File: src/rtl/i2s_receiver.sv
// I2S receiver: synchronizes an external serial bus into clk and
// emits left/right word pairs with a one-cycle valid pulse.
// Ports: clk, rst (sync, active-high), s_clk, word_select, serial_in
// in; left_out, right_out, valid, frame_err out.
// Optional: define I2S_RX_FRAME_ERR_EN to enable the frame_err
// slot-length check; otherwise frame_err is tied to 0.
module i2s_receiver #(
  parameter int NUM_BITS  = 24,
  parameter int SLOT_BITS = 32
) (
  input  logic                clk,
  input  logic                rst,
  input  logic                s_clk,
  input  logic                word_select,
  input  logic                serial_in,
  output logic [NUM_BITS-1:0] left_out,
  output logic [NUM_BITS-1:0] right_out,
  output logic                valid,
  output logic                frame_err
);

  localparam int CW = $clog2(SLOT_BITS + 2);
  localparam logic [CW-1:0] CNT_SAT  = CW'(SLOT_BITS + 1);
  localparam logic [CW-1:0] CNT_WORD = CW'(NUM_BITS);

  typedef enum logic {
    SYNC   = 1'b0,
    ACTIVE = 1'b1
  } state_t;

  state_t state;
  state_t state_nx;

  logic [1:0] sck_sync;
  logic [1:0] ws_sync;
  logic [1:0] sd_sync;
  logic       sck_q;
  logic       rise;
  logic       ws_s;
  logic       sd_s;
  logic       ws_prev;
  logic       ws_seen;
  logic       ws_edge;

  logic                restart;
  logic                shift_en;
  logic                slot_end;
  logic [NUM_BITS-1:0] sr;
  logic [NUM_BITS-1:0] sr_nx;
  logic [NUM_BITS-1:0] word_nx;
  logic [NUM_BITS-1:0] stage;
  logic [CW-1:0]       cnt;
  logic [CW-1:0]       cnt_nx;
  logic [CW-1:0]       pad;
  logic                left_done;

  always_ff @(posedge clk) begin
    if (rst) begin
      sck_sync <= '0;
      ws_sync  <= '0;
      sd_sync  <= '0;
      sck_q    <= 1'b0;
    end else begin
      sck_sync <= {sck_sync[0], s_clk};
      ws_sync  <= {ws_sync[0], word_select};
      sd_sync  <= {sd_sync[0], serial_in};
      sck_q    <= sck_sync[1];
    end
  end

  assign rise = sck_sync[1] & ~sck_q;
  assign ws_s = ws_sync[1];
  assign sd_s = sd_sync[1];

  // The first rise after reset only records WS; there is no
  // earlier level to compare it against yet.
  assign ws_edge = rise & ws_seen & (ws_s != ws_prev);

  always_ff @(posedge clk) begin
    if (rst) begin
      ws_prev <= 1'b0;
      ws_seen <= 1'b0;
    end else if (rise) begin
      ws_prev <= ws_s;
      ws_seen <= 1'b1;
    end
  end

  always_ff @(posedge clk) begin
    if (rst) begin
      state <= SYNC;
    end else begin
      state <= state_nx;
    end
  end

  always_comb begin
    state_nx = state;
    unique case (state)
      SYNC:    if (ws_edge) state_nx = ACTIVE;
      ACTIVE:  state_nx = ACTIVE;
      default: state_nx = SYNC;
    endcase
  end

  always_comb begin
    restart  = 1'b0;
    shift_en = 1'b0;
    slot_end = 1'b0;
    unique case (state)
      SYNC: begin
        restart = ws_edge;
      end
      ACTIVE: begin
        shift_en = rise & ~ws_edge;
        slot_end = ws_edge;
      end
      default: begin
        restart = 1'b0;
      end
    endcase
  end

  // The bit sampled on the WS-edge rise still belongs to the
  // ending slot, so the slot word includes it before justifying.
  always_comb begin
    cnt_nx = (cnt == CNT_SAT) ? cnt : cnt + CW'(1);
    sr_nx  = sr;
    if (cnt < CNT_WORD) begin
      sr_nx = {sr[NUM_BITS-2:0], sd_s};
    end
    pad = '0;
    if (cnt_nx < CNT_WORD) begin
      pad = CNT_WORD - cnt_nx;
    end
    word_nx = sr_nx << pad;
  end

  always_ff @(posedge clk) begin
    if (rst) begin
      sr        <= '0;
      cnt       <= '0;
      stage     <= '0;
      left_done <= 1'b0;
      left_out  <= '0;
      right_out <= '0;
      valid     <= 1'b0;
    end else begin
      valid <= 1'b0;
      if (restart) begin
        sr        <= '0;
        cnt       <= '0;
        left_done <= 1'b0;
      end else if (shift_en) begin
        sr  <= sr_nx;
        cnt <= cnt_nx;
      end else if (slot_end) begin
        sr  <= '0;
        cnt <= '0;
        if (!ws_prev) begin
          stage     <= word_nx;
          left_done <= 1'b1;
        end else if (left_done) begin
          left_out  <= stage;
          right_out <= word_nx;
          valid     <= 1'b1;
        end
      end
    end
  end

`ifdef I2S_RX_FRAME_ERR_EN
  localparam logic [CW-1:0] CNT_SLOT = CW'(SLOT_BITS);
  logic err_q;

  always_ff @(posedge clk) begin
    if (rst) begin
      err_q <= 1'b0;
    end else begin
      err_q <= slot_end & (cnt_nx != CNT_SLOT);
    end
  end

  assign frame_err = err_q;
`else
  assign frame_err = 1'b0;
`endif

endmodule

File: config.mk
export PLATFORM = sky130hd
export DESIGN_NAME = i2s_receiver
export DESIGN_NICKNAME = d
export VERILOG_FILES = /design/src/rtl/i2s_receiver.sv
export SDC_FILE = /design/constraint.sdc
export NUM_CORES = 1
export LEC_CHECK = 0
export CORE_ASPECT_RATIO = 0.8
export CORE_MARGIN = 2
export CORE_UTILIZATION = 25
export CTS_BUF_LIST = sky130_fd_sc_hd__clkbuf_16
export DETAILED_ROUTE_END_ITERATION = 16
export DONT_BUFFER_PORTS = 1
export GPL_TIMING_DRIVEN = 0
export HOLD_SLACK_MARGIN = 0.03
export PLACE_DENSITY = 0.39
export SLEW_MARGIN = 40
export SYNTH_ARGS = -nofsm -noshare
export SYNTH_HDL_FRONTEND = slang
export SYNTH_SLANG_ARGS = --single-unit
export TNS_END_PERCENT = 20
File: constraint.sdc
create_clock -name clk -period 3.1 [get_ports clk]
set_input_delay 0.62 -clock clk [delete_from_list [all_inputs] [get_ports clk]]
set_output_delay 0.62 -clock clk [all_outputs]
set_load 0.01 [all_outputs]
==> impl_metrics.env, run 1 <==
export IMPL_status="complete, but fails checks"
export IMPL_violations="setup timing"
export IMPL_synthesis_nets=755
export IMPL_startpoint="cnt[1]"
export IMPL_clk_pin_slew_worst_paths_ns=0.06
export IMPL_drt_first_pass_iters=5
export IMPL_die_h_microns=142.7
export IMPL_finalWirelength_mm=22.94
export IMPL_min_period_ns=3.104
export IMPL_cts_buffers=17
export IMPL_cp_max_fo=10
export IMPL_insertion_delay_ns=0.43
export IMPL_power_leakage_nw=2.504
export IMPL_finalPower_mw=3.574
export IMPL_ff2ff_path_depth=11
export IMPL_yosysTopAreaCellShare=0.3795
export IMPL_start_util=0.2556
export IMPL_crit_path_start_kind="flip-flop"
export IMPL_synth_warnings=0
export IMPL_clock_skew_ns=0.01472
export IMPL_rsz0062_at_grt="yes"
export IMPL_portBuffers=0
export IMPL_cap_violations=0
export IMPL_finalCritPeriodShare=1.001
export IMPL_via_per_inst=5.487
export IMPL_vias=6003
export IMPL_gp_congestion=0.8885
export IMPL_m1WireLength_mm=11.75
export IMPL_yosys_area_share_xor_xnor=0.008739
export IMPL_grt_usage=0.1858
export IMPL_crit_required_ns=3.38
export IMPL_post_synth_top_count_cell="dfxtp_1"
export IMPL_route_met2_wl_mm=9.004
export IMPL_synthFlopType="dfxtp_1"
export IMPL_ys_seq_elements=114
export IMPL_tritoncts="built"
export IMPL_ys_top_cells_by_area="dfxtp_1 (38%), nor2_1 (5.9%), nand2_1 (5.9%), a21oi_1 (5.2%), a22oi_1 (4.1%)"
export IMPL_nets=777
export IMPL_end_kind="flip-flop"
export IMPL_remaining_drc_errors=0
export IMPL_crit_path_cell_trace="inv_1 -> ha_1 -> and4bb_4 -> a211oi_4 -> a21oi_4 -> buf_4 -> o311a_1 -> a22o_1 -> nor2_1 -> o32a_1 -> a211oi_2"
export IMPL_arrival_ns=3.38
export IMPL_antenna_cells=0
export IMPL_setup_ws_ns=-0.003899
export IMPL_ys_seq_area_frac=0.3795
export IMPL_design_die_area_sq_um=25320
export IMPL_syn_inst=747
export IMPL_tns_ns=-0.003899
export IMPL_placementRows=50
export IMPL_grt_ovfl_total=0
export IMPL_async_reset_ff_frac=0
export IMPL_fmax_mhz=322.2
export IMPL_grt_pass1_wl_mm=35.20
export IMPL_crit_type="reg -> reg"
export IMPL_p_per_area_nw_per_um2=473.6
export IMPL_cp_slowest_stage_delay_ns=0.43
export IMPL_core_sq_um=23520
export IMPL_setup_viol=1
export IMPL_top_layer_used="met4"
export IMPL_final_antenna_net_count=0
export IMPL_maxSlewViolCount=0
export IMPL_cts_root_buf="clkbuf_16"
export IMPL_min_delay_path_depth=1
export IMPL_hold_viol=0
export IMPL_grt_max_degree=17
export IMPL_synth_compound_area_frac=0.2722
export IMPL_hpwl_mm=17.51
export IMPL_io_pins=55
export IMPL_hold_path_startpoint="word_select"
export IMPL_vdd_drop_max_v=0.0002999
export IMPL_min_path_type="in -> reg"
export IMPL_muxShareOfSynthArea=0.03974
export IMPL_hold_worst_slack_ns=0.3261
export IMPL_h_tree_depth=4
export IMPL_syn2layout_area_growth_pct=25.49
export IMPL_synthDistinctLibCells=73
export IMPL_wl_met3_mm=1.874
export IMPL_yosys_area_top_type="dfxtp_1"
export IMPL_drt_initial_drc_count=480
export IMPL_die_width_microns=177.4
export IMPL_rr_startpoint="cnt[1]"
export IMPL_routedWlPerCell_microns=20.97
export IMPL_synth_top_family_by_area="compound AO/OA/AOI/OAI gates"
export IMPL_syn_avg_cell_area_sq_um=8.050
export IMPL_layout_drive_gt1_share=0.1841
export IMPL_synth_simple_area_share=0.2385
export IMPL_grt_pass1_vias=5694
export IMPL_syn_area_sq_um=6013
export IMPL_cts_path_max_buffers=2
export IMPL_synth_common_cells="dfxtp_1 (114), nor2_1 (95), nand2_1 (94), a21oi_1 (63), clkbuf_1 (41)"
export IMPL_tightestPinTransition_ns=0.8238
export IMPL_synth_fa_ha_area_frac=0.006242
export IMPL_cpMaxStageDelayCell="o311a_1"
export IMPL_antenna_found_initial=0
export IMPL_synth_edff_count=0
export IMPL_slew_headroom=0.4508
export IMPL_numClockSinks=114
[cells in the final DEF, fill, tap and decap left out, drive strengths merged, types with 3 or more instances in the layout]
master  count
dfxtp     114
nand2      96
nor2       95
a21oi      67
clkbuf     59
o21ai      41
a22oi      33
buf        24
nand3      23
mux2i      19
nor3       18
o311a      17
nand4b     13
inv        13
a211oi     10
nor2b       9
o211ai      9
a31oi       9
nand4       8
a221oi      8
a311oi      7
o311ai      7
nor4        7
clkinv      6
and2        5
or3         5
nand2b      4
xnor2       4
o21a        3
o22ai       3
a22o        3
bufinv      3
and3        3
o221ai      3
ha          3
[cells by family (layout without fill, tap and decap cells)]
kind of cell | after synthesis | count (layout)
DFF | 114 | 114
buffers and inverters | 72 | 107
adders and majority gates | 3 | 3
muxes | 22 | 22
xor gates and xnor gates | 6 | 6
and+or+nand+nor | 294 | 294
other | 1 | 1
AOI/OAI and AO/OA | 235 | 235
[metrics by stage]
step           setup slack (ns)  cells  instance area, sq um  utilization
2_1_floorplan            0.3961    747                  6013            -
3_3_place_gp            -0.7120   1059                  6404       0.2722
3_5_place_dp            -0.6221   1059                  6420       0.2729
4_1_cts                 0.01801   1091                  7269       0.3090
5_1_grt                -0.07011   1094                  7546       0.3208
6_report              -0.003899   1094                  7546       0.3208
[layout make-up]
cell class	count	area [sq um]
fillers	2544	15980
multi-input cells	561	3881
flip-flops and latches	114	2286
clock buffers	17	425.4
well taps	312	390.4
plain buffers	61	309.0
clock inverters	15	182.7
repair buffers	5	37.54
inverters	9	33.78
[worst paths after layout]
path,to,slack [ns]
worst max-delay path,stage[16],-0.004
worst min-delay path,ws_sync[0],0.33
worst max register to register,stage[16],-0.004
worst min register to register,sck_sync[1],0.43
[power by group]
group          switching, mW  leakage (nW)  internal, mW  total (mW)
Sequential           0.00245         0.920          1.47        1.47
Clock                  0.778         0.293          1.27        2.05
Combinational         0.0412          1.29        0.0131      0.0543
Total                  0.822          2.50          2.75        3.57
[worst max-delay path, delay by kind of cell, from the launching register on]
kind	cells	cell delay [ns]
AOI/OAI and AO/OA	6	1.61
and+or+nand+nor	2	0.47
DFF	1	0.39
buffers and inverters	2	0.28
adders and majority gates	1	0.22
[registers in the layout (all words and copies together) (netlist names)]
signal     flops
left_done      1
ws_prev        1
ws_sync        2
sd_sync        2
stage         24
state          1
cnt            6
sck_sync       2
sck_q          1
sr            24
ws_seen        1
right_out     24
valid          1
left_out      24
[routing by layer]
layer  global-route usage  vias to the layer above
met5                    0                        -
met4              0.05651                        0
met3              0.05165                       23
met2               0.2488                      226
met1               0.2817                     2940
li1                     -                     2814
[timing repair]
action	in CTS	in global routing
resized for setup	43	54
hold buffers	0	0
endpoints found under the setup margin	34	62
pin swaps	4	14
setup buffers	0	5
endpoints found under the hold margin	0	0
No activity file was read; power rests on OpenSTA's default activity.
==> run 2: changes to the inputs <==
--- a/config.mk
+++ b/config.mk
@@ -5,6 +5,7 @@
 export SDC_FILE = /design/constraint.sdc
 export NUM_CORES = 1
 export LEC_CHECK = 0
+export CAP_MARGIN = 20
 export CORE_ASPECT_RATIO = 0.8
 export CORE_MARGIN = 2
 export CORE_UTILIZATION = 25
==> results of run 2 <==
Same layout as run 1: the final DEF is identical, and so are final timing and power.
